==> src/rtl/factor_verifier_if.sv <==
// factor_verifier_if: start/isDone handshake bundle between the controller and the factor verifier.
//   master modport : controller side (drives start, n, factor; observes results)
//   slave modport  : verifier side (samples request, drives busy/isDone/results)
//   start      request pulse
//   n          modulus (N_WIDTH)
//   factor     candidate factor p (F_WIDTH)
//   busy       division in progress
//   isDone     result valid level
//   quotient   n / p (N_WIDTH)
//   remainder  n % p (F_WIDTH)
//   isFactor   p is a non-trivial factor of n
//   error      p was zero
interface factor_verifier_if #(
  parameter int unsigned N_WIDTH = 64,
  parameter int unsigned F_WIDTH = 32
);
  logic               start;
  logic [N_WIDTH-1:0] n;
  logic [F_WIDTH-1:0] factor;
  logic               busy;
  logic               isDone;
  logic [N_WIDTH-1:0] quotient;
  logic [F_WIDTH-1:0] remainder;
  logic               isFactor;
  logic               error;

  modport master (
    output start, n, factor,
    input  busy, isDone, quotient, remainder, isFactor, error
  );

  modport slave (
    input  start, n, factor,
    output busy, isDone, quotient, remainder, isFactor, error
  );
endinterface

==> src/rtl/factor_verifier.sv <==
// factor_verifier: checks a candidate factor p of modulus n by restoring, MSB-first
// bit-serial division. Reports quotient, remainder, non-trivial-factor flag and
// divide-by-zero error through the start/isDone handshake.
//   clk    rising-edge clock
//   reset  asynchronous, active-high reset
//   bus    factor_verifier_if.slave (start, n, factor in; busy, isDone, quotient,
//          remainder, isFactor, error out -- all outputs registered)
module factor_verifier #(
  parameter int unsigned N_WIDTH = 64,
  parameter int unsigned F_WIDTH = 32
) (
  input logic              clk,
  input logic              reset,
  factor_verifier_if.slave bus
);

  localparam int unsigned CNT_W = (N_WIDTH > 1) ? $clog2(N_WIDTH) : 1;
  localparam int unsigned R_W   = F_WIDTH + 1;

  // S_FAST is the one-cycle completion slot for p<2, so isDone rises one edge after acceptance
  typedef enum logic [1:0] {
    S_IDLE   = 2'd0,
    S_DIVIDE = 2'd1,
    S_FAST   = 2'd2,
    S_DONE   = 2'd3
  } state_t;

  state_t r_state;
  state_t w_next_state;

  logic [N_WIDTH-1:0] r_n;
  logic [F_WIDTH-1:0] r_p;
  logic [R_W-1:0]     r_rem;
  logic [N_WIDTH-1:0] r_q;
  logic [CNT_W-1:0]   r_cnt;

  logic               r_busy;
  logic               r_done;
  logic [N_WIDTH-1:0] r_quotient;
  logic [F_WIDTH-1:0] r_remainder;
  logic               r_is_factor;
  logic               r_error;

  logic               w_accept;
  logic               w_go_divide;
  logic               w_step;
  logic               w_finish;
  logic               w_fast_finish;

  logic [R_W-1:0]     w_shift;
  logic [R_W-1:0]     w_sub;
  logic               w_ge;
  logic [R_W-1:0]     w_rem_next;
  logic [N_WIDTH-1:0] w_final_q;
  logic [F_WIDTH-1:0] w_final_r;
  logic               w_final_is_factor;

  // State register
  always_ff @(posedge clk or posedge reset) begin
    if (reset) begin
      r_state <= S_IDLE;
    end else begin
      r_state <= w_next_state;
    end
  end

  // Next-state logic
  always_comb begin
    w_next_state = r_state;
    unique case (r_state)
      S_IDLE, S_DONE: begin
        if (bus.start) begin
          w_next_state = (bus.factor > F_WIDTH'(1)) ? S_DIVIDE : S_FAST;
        end
      end
      S_DIVIDE: begin
        if (r_cnt == '0) begin
          w_next_state = S_DONE;
        end
      end
      S_FAST: begin
        w_next_state = S_DONE;
      end
      default: begin
        w_next_state = S_IDLE;
      end
    endcase
  end

  // Control strobes decoded from state; start is ignored outside IDLE/DONE
  always_comb begin
    w_accept      = 1'b0;
    w_go_divide   = 1'b0;
    w_step        = 1'b0;
    w_finish      = 1'b0;
    w_fast_finish = 1'b0;
    unique case (r_state)
      S_IDLE, S_DONE: begin
        w_accept    = bus.start;
        w_go_divide = bus.start && (bus.factor > F_WIDTH'(1));
      end
      S_DIVIDE: begin
        w_step   = 1'b1;
        w_finish = (r_cnt == '0);
      end
      S_FAST: begin
        w_fast_finish = 1'b1;
      end
      default: begin
        w_accept = 1'b0;
      end
    endcase
  end

  // One restoring-division step; r_n is shifted left so its MSB is always the current bit.
  // r_rem < p always fits in F_WIDTH bits, so the shifted value fits in F_WIDTH+1 bits.
  always_comb begin
    w_shift           = R_W'({r_rem, r_n[N_WIDTH-1]});
    w_sub             = w_shift - {1'b0, r_p};
    w_ge              = (w_shift >= {1'b0, r_p});
    w_rem_next        = w_ge ? w_sub : w_shift;
    w_final_q         = N_WIDTH'({r_q, w_ge});
    w_final_r         = F_WIDTH'(w_rem_next);
    w_final_is_factor = (w_final_r == '0) && (r_p > F_WIDTH'(1)) &&
                        (w_final_q > N_WIDTH'(1));
  end

  // Operand capture and iteration datapath
  always_ff @(posedge clk or posedge reset) begin
    if (reset) begin
      r_n   <= '0;
      r_p   <= '0;
      r_rem <= '0;
      r_q   <= '0;
      r_cnt <= '0;
    end else if (w_accept) begin
      r_n   <= bus.n;
      r_p   <= bus.factor;
      r_rem <= '0;
      r_q   <= '0;
      r_cnt <= CNT_W'(N_WIDTH - 1);
    end else if (w_step) begin
      r_n   <= N_WIDTH'({r_n, 1'b0});
      r_q   <= w_final_q;
      r_rem <= w_rem_next;
      r_cnt <= r_cnt - CNT_W'(1);
    end
  end

  // Result and status registers
  always_ff @(posedge clk or posedge reset) begin
    if (reset) begin
      r_busy      <= 1'b0;
      r_done      <= 1'b0;
      r_quotient  <= '0;
      r_remainder <= '0;
      r_is_factor <= 1'b0;
      r_error     <= 1'b0;
    end else if (w_accept) begin
      r_busy      <= w_go_divide;
      r_done      <= 1'b0;
      r_is_factor <= 1'b0;
      r_error     <= 1'b0;
    end else if (w_finish) begin
      r_busy      <= 1'b0;
      r_done      <= 1'b1;
      r_quotient  <= w_final_q;
      r_remainder <= w_final_r;
      r_is_factor <= w_final_is_factor;
    end else if (w_fast_finish) begin
      // Only p==0 or p==1 reach here
      r_done      <= 1'b1;
      r_remainder <= '0;
      r_is_factor <= 1'b0;
      if (r_p == '0) begin
        r_error    <= 1'b1;
        r_quotient <= '0;
      end else begin
        r_error    <= 1'b0;
        r_quotient <= r_n;
      end
    end
  end

  assign bus.busy      = r_busy;
  assign bus.isDone    = r_done;
  assign bus.quotient  = r_quotient;
  assign bus.remainder = r_remainder;
  assign bus.isFactor  = r_is_factor;
  assign bus.error     = r_error;

endmodule

==> src/flat_wrapper.sv <==
// flat-port wrapper written by rule: the top's interface ports become plain ports
module factor_verifier_flat 
#(
  parameter int unsigned N_WIDTH = 64,
  parameter int unsigned F_WIDTH = 32
)
  (clk, reset, bus_start, bus_n, bus_factor, bus_busy, bus_isDone, bus_quotient, bus_remainder, bus_isFactor, bus_error);
  factor_verifier_if #(.N_WIDTH(N_WIDTH), .F_WIDTH(F_WIDTH)) bus_i ();
  input logic clk;
  input logic reset;
  input wire logic [$bits(bus_i.start)-1:0] bus_start;
  input wire logic [$bits(bus_i.n)-1:0] bus_n;
  input wire logic [$bits(bus_i.factor)-1:0] bus_factor;
  output wire logic [$bits(bus_i.busy)-1:0] bus_busy;
  output wire logic [$bits(bus_i.isDone)-1:0] bus_isDone;
  output wire logic [$bits(bus_i.quotient)-1:0] bus_quotient;
  output wire logic [$bits(bus_i.remainder)-1:0] bus_remainder;
  output wire logic [$bits(bus_i.isFactor)-1:0] bus_isFactor;
  output wire logic [$bits(bus_i.error)-1:0] bus_error;
  assign bus_i.start = bus_start;
  assign bus_i.n = bus_n;
  assign bus_i.factor = bus_factor;
  assign bus_busy = bus_i.busy;
  assign bus_isDone = bus_i.isDone;
  assign bus_quotient = bus_i.quotient;
  assign bus_remainder = bus_i.remainder;
  assign bus_isFactor = bus_i.isFactor;
  assign bus_error = bus_i.error;
  factor_verifier #(.N_WIDTH(N_WIDTH), .F_WIDTH(F_WIDTH)) u_core (.clk(clk), .reset(reset), .bus(bus_i));
endmodule
==> config.mk <==
export PLATFORM = sky130hd
export DESIGN_NAME = factor_verifier_flat
export DESIGN_NICKNAME = d
export VERILOG_FILES = /design/src/rtl/factor_verifier_if.sv /design/src/rtl/factor_verifier.sv /design/src/flat_wrapper.sv
export SDC_FILE = /design/constraint.sdc
export NUM_CORES = 1
export LEC_CHECK = 0
export CORE_MARGIN = 1
export CORE_UTILIZATION = 50
export DETAILED_ROUTE_END_ITERATION = 16
export HOLD_SLACK_MARGIN = 0.08
export PLACE_DENSITY_LB_ADDON = 0.2
export SYNTH_ARGS = -nofsm -noshare
export SYNTH_HDL_FRONTEND = slang
export SYNTH_SLANG_ARGS = --single-unit
==> constraint.sdc <==
create_clock -name clk -period 9.7 [get_ports clk]
set_clock_uncertainty 0.1 [all_clocks]
set_input_delay 1.94 -clock clk [delete_from_list [all_inputs] [get_ports clk]]
set_output_delay 1.94 -clock clk [all_outputs]
set_load 0.1 [all_outputs]
==> impl_metrics.py <==
metrics = {
    "finish": {
        "flow.area_growth_from_synthesis_pct": 21.2,
        "antenna_cells": 0,
        "layout-drive-gt1-share_pct": 4.26,
        "finish.net_count": 1922,
        "regArea_um2": 7480,
        "multiInputGateArea_um2": 7180,
        "mostFrequentLayoutCell": "dfrtp_1",
        "final_cell_mix": "dfrtp_1 (299), nand2_1 (242), clkdlybuf4s50_1 (198)",
        "fillers": 2593,
        "postLayoutCellArea_um2": 18500,
    },
    "global_routing": {
        "all_layer_gr_usage_pct": 26.5,
        "initial_antenna_violation_count": 0,
        "globalRouteMet2Util_pct": 38.4,
        "globalRoute.busiestLayer": "met1",
        "first_pass_grt_wire_length_um": 66100,
        "overflow": 0,
        "gr-usage-met1_pct": 41.8,
        "global_route.usage.met3_pct": 3.19,
        "pin_count_of_the_biggest_net_entering_global_routing": 289,
        "first_global_vias": 12204,
    },
    "hold_path": {
        "timing.hold.worst_path_depth": 2,
        "whs_endpoint": "u_core.bus.remainder[4]",
        "timing.hold.worst.start": "u_core.bus.remainder[4]",
        "worst_hold_path_type": "reg -> reg",
    },
    "setup_path": {
        "critical_path.top_delay_family": "compound AO/OA/AOI/OAI gates",
        "path_buf_inv": 1,
        "critPathLaunchType": "flop",
        "critical_path_class": "reg -> reg",
        "worstPathCellList": "ha_1 > a21o_1 > a31oi_1 > a2111o_1 > a211oi_4 > o21a_4 > o21ai_4 > buf_4 > mux2i_1 > nor4bb_1 > nand4b_1 > o21ai_1",
        "worstPathArrival_ns": 4.70,
        "worst_path_largest_cell_delay_ns": 0.64,
        "reg2reg_slack_ns": 5.37,
        "worst_r2r_startpoint": "u_core.r_rem[3]",
        "timing.critical_path.to_type": "flop",
        "cp_slowest_cell": "o21ai_4",
        "worst-r2r-cell-count": 12,
        "critical_path_required_ns": 10.07,
        "critPathMaxFanout": 26,
        "crit-reg2reg-capture": "u_core.bus.isFactor",
    },
    "power": {
        "switching_power_uw": 2520,
        "power_leakage_uw": 0.00801,
        "internal_power_uw": 3350,
        "power.combinational.fraction_pct": 49.0,
        "sw_frac_of_total_pct": 42.9,
        "peakVddDrop_v": 0.000285,
        "power_density_nw_per_um2": 318,
        "clock_power_share_pct": 20.8,
        "power_frac_seq_pct": 30.2,
    },
    "clock_tree": {
        "post_cts_resize_count": 0,
        "root_buffer_selected_by_cts": "clkbuf_16",
        "clock_insertion_delay_at_the_later_pin_of_the_skew_report_ns": 0.59,
        "tritoncts_buffer_count": 31,
        "cts-htree-levels": 1,
        "post_cts_hold_buffer_count": 0,
        "clkTransAtPathRegs_ns": 0.06,
        "postCtsSetupBuffers": 0,
        "ctsLongestPathBuffers": 3,
        "cts.sinks": 299,
        "tritoncts_clock_tree": "yes",
    },
    "floorplan": {
        "floorplan.die_area_um2": 31200,
        "initial_utilization_pct": 51.2,
        "fp.dieW_um": 177,
        "design.core.area_um2": 29800,
        "placement_rows": 63,
        "die-height_um": 177,
        "boundaryPins": 199,
    },
    "place": {
        "post-dp-hpwl_um": 28000,
        "portBuffers": 198,
        "dpl-instance-area_um2": 17400,
        "place_congestion": 0.891,
    },
    "sta": {
        "finalSetupViolations": 0,
        "fmax_ghz": 0.231,
        "post-route-period-util_pct": 44.7,
        "final_hold_viol_count": 0,
        "fin_tns_setup_ns": 0,
        "rsz0062_at_grt": "false",
        "timing.final.max_slew_violations": 0,
        "timing_worst_slew_pin_value_ns": 1.17,
        "slew_headroom_pct": 22.1,
        "layout_min_cycle_time_ns": 4.33,
    },
    "synth": {
        "yosysSeqAreaShare_pct": 49.1,
        "synth_area_per_cell_um2": 9.20,
        "postSynthRegisterBits": 299,
        "dominantRegCellSynth": "dfrtp_1",
        "synth.net_count": 1791,
        "gate_count_after_technology_mapping": 1656,
        "synth_edf_count": 0,
        "yosys.area_share.xor_xnor_pct": 1.44,
        "main_combinational_cell_family_by_area_after_synthesis": "simple AND/OR/NAND/NOR gates",
        "yosys.cell_types.count": 70,
        "synthAdderAreaFrac_pct": 3.00,
        "synth.mux.area_fraction_pct": 9.93,
        "syn_area_um2": 15200,
        "yosys_warnings": 0,
        "compound_gate_portion_of_the_synthesized_area_pct": 14.6,
        "async_flop_share_pct": 100,
        "share_of_synthesized_cell_area_in_and_or_nand_and_nor_gates_pct": 17.9,
    },
    "routing": {
        "initialDrtViolationCount": 1043,
        "drtPass1Iterations": 5,
        "wl_per_instance_um": 18.7,
        "detail_route.drc_violations": 0,
        "wl_um": 41200,
        "ant_nets": 0,
        "via_count": 12751,
        "vias_per_cell": 5.80,
    },
    "status": {
        "run_status": "complete, no violations",
    },
    "flow_run": {
        "max_cap_viol_count": 0,
    },
}
## power by group through the flow
stage | combinational [uW] | clock, uW | sequential [uW]
floorplan | 2150 | 0 | 1710
global route | 3170 | 1290 | 1810
detailed placement | 2840 | 0 | 1790
CTS | 2850 | 1240 | 1770
finish | 2880 | 1220 | 1770
global placement | 2820 | 0 | 1780
## worst max path at each step
stage                     cells after the start             from  slack, ns             endpoint
after detailed placement                      7        bus_start       5.06  u_core.bus.isFactor
after CTS                                     1  u_core.bus.busy       5.45             bus_busy
after global routing                         12  u_core.r_rem[3]       5.11  u_core.bus.isFactor
after floorplan                               1            reset       3.69      u_core.bus.busy
after global placement                        7        bus_start       5.14  u_core.bus.isFactor
final                                        12  u_core.r_rem[3]       5.37  u_core.bus.isFactor
## per-stage QoR
| step | total power (uW) | setup slack, ns | utilization [%] | std cells | hold slack, ns |
|---|---|---|---|---|---|
| after floorplan | 3860 | 3.69 | - | 1656 | 0.368 |
| after global placement | 4600 | 5.14 | 58.5 | 2144 | 0.365 |
| after detailed placement | 4620 | 5.06 | 58.5 | 2144 | 0.373 |
| after CTS | 5860 | 5.45 | 62.0 | 2197 | 0.387 |
| after global routing | 6270 | 5.11 | 62.0 | 2197 | 0.407 |
| final | 5870 | 5.37 | 62.0 | 2197 | 0.379 |
## layout make-up
class                   count  area share [%]
well taps                 390            2.64
flip-flops and latches    299            40.5
multi-input cells        1194            38.9
clock inverters            12           0.962
inverters                  51            1.06
repair buffers            210            11.4
clock buffers              41            4.62
## state kept, by name, indices dropped and copies added, names as in the netlist
name and cells:
u_core.bus.remainder 32, u_core.bus.error 1, u_core.r_n 64, u_core.bus.quotient 64, u_core.r_state 2, u_core.r_q 63
u_core.r_p 32, u_core.r_cnt 6, u_core.bus.busy 1, u_core.bus.isDone 1, u_core.bus.isFactor 1, u_core.r_rem 32
## Yosys cell counts, types with 3 or more instances
| cell | instances | area, um2 |
|---|---|---|
| a2111oi_0 | 5 | 43.8 |
| or2_2 | 3 | 18.8 |
| nand2_1 | 242 | 908 |
| o31a_1 | 3 | 26.3 |
| inv_1 | 51 | 191 |
| nand4_1 | 16 | 100 |
| a21o_1 | 10 | 75.1 |
| a211oi_1 | 35 | 263 |
| nor4_1 | 39 | 244 |
| nand3_1 | 74 | 370 |
| or3_1 | 8 | 50.1 |
| nor2_1 | 190 | 713 |
| a21oi_1 | 41 | 205 |
| mux2i_1 | 149 | 1490 |
| dfrtp_1 | 299 | 7480 |
| nor3_1 | 20 | 100 |
| o21ai_0 | 149 | 746 |
| clkbuf_1 | 99 | 372 |
| a31oi_1 | 68 | 425 |
| buf_1 | 7 | 26.3 |
| buf_2 | 5 | 25.0 |
| o211a_1 | 3 | 30.0 |
| and4_1 | 3 | 26.3 |
| o21ai_1 | 3 | 15.0 |
| and3_1 | 3 | 18.8 |
| and2_1 | 9 | 56.3 |
| ha_1 | 35 | 438 |
| xnor2_1 | 16 | 140 |
| o21a_1 | 7 | 52.6 |
| xor2_1 | 9 | 78.8 |
| nor2b_1 | 3 | 18.8 |
## kinds of logic after synthesis
family | after synthesis
and+or+nand+nor | 622
AOI/OAI and AO/OA | 360
DFF | 299
buffers and inverters | 163
muxes | 151
adders and majority gates | 36
xor gates and xnor gates | 25
## worst min-delay path, stage by stage (launching register included)
cell     delay, ns
dfrtp_1       0.34
nand2_1       0.05
o21ai_0       0.06
## metal layers
metal | vias up | wire (um)
met4 | 0 | 884
met3 | 50 | 2200
met2 | 347 | 17800
met5 | - | 0
met1 | 6252 | 20300
li1 | 6102 | -
(Power assumes the default switching activity.)
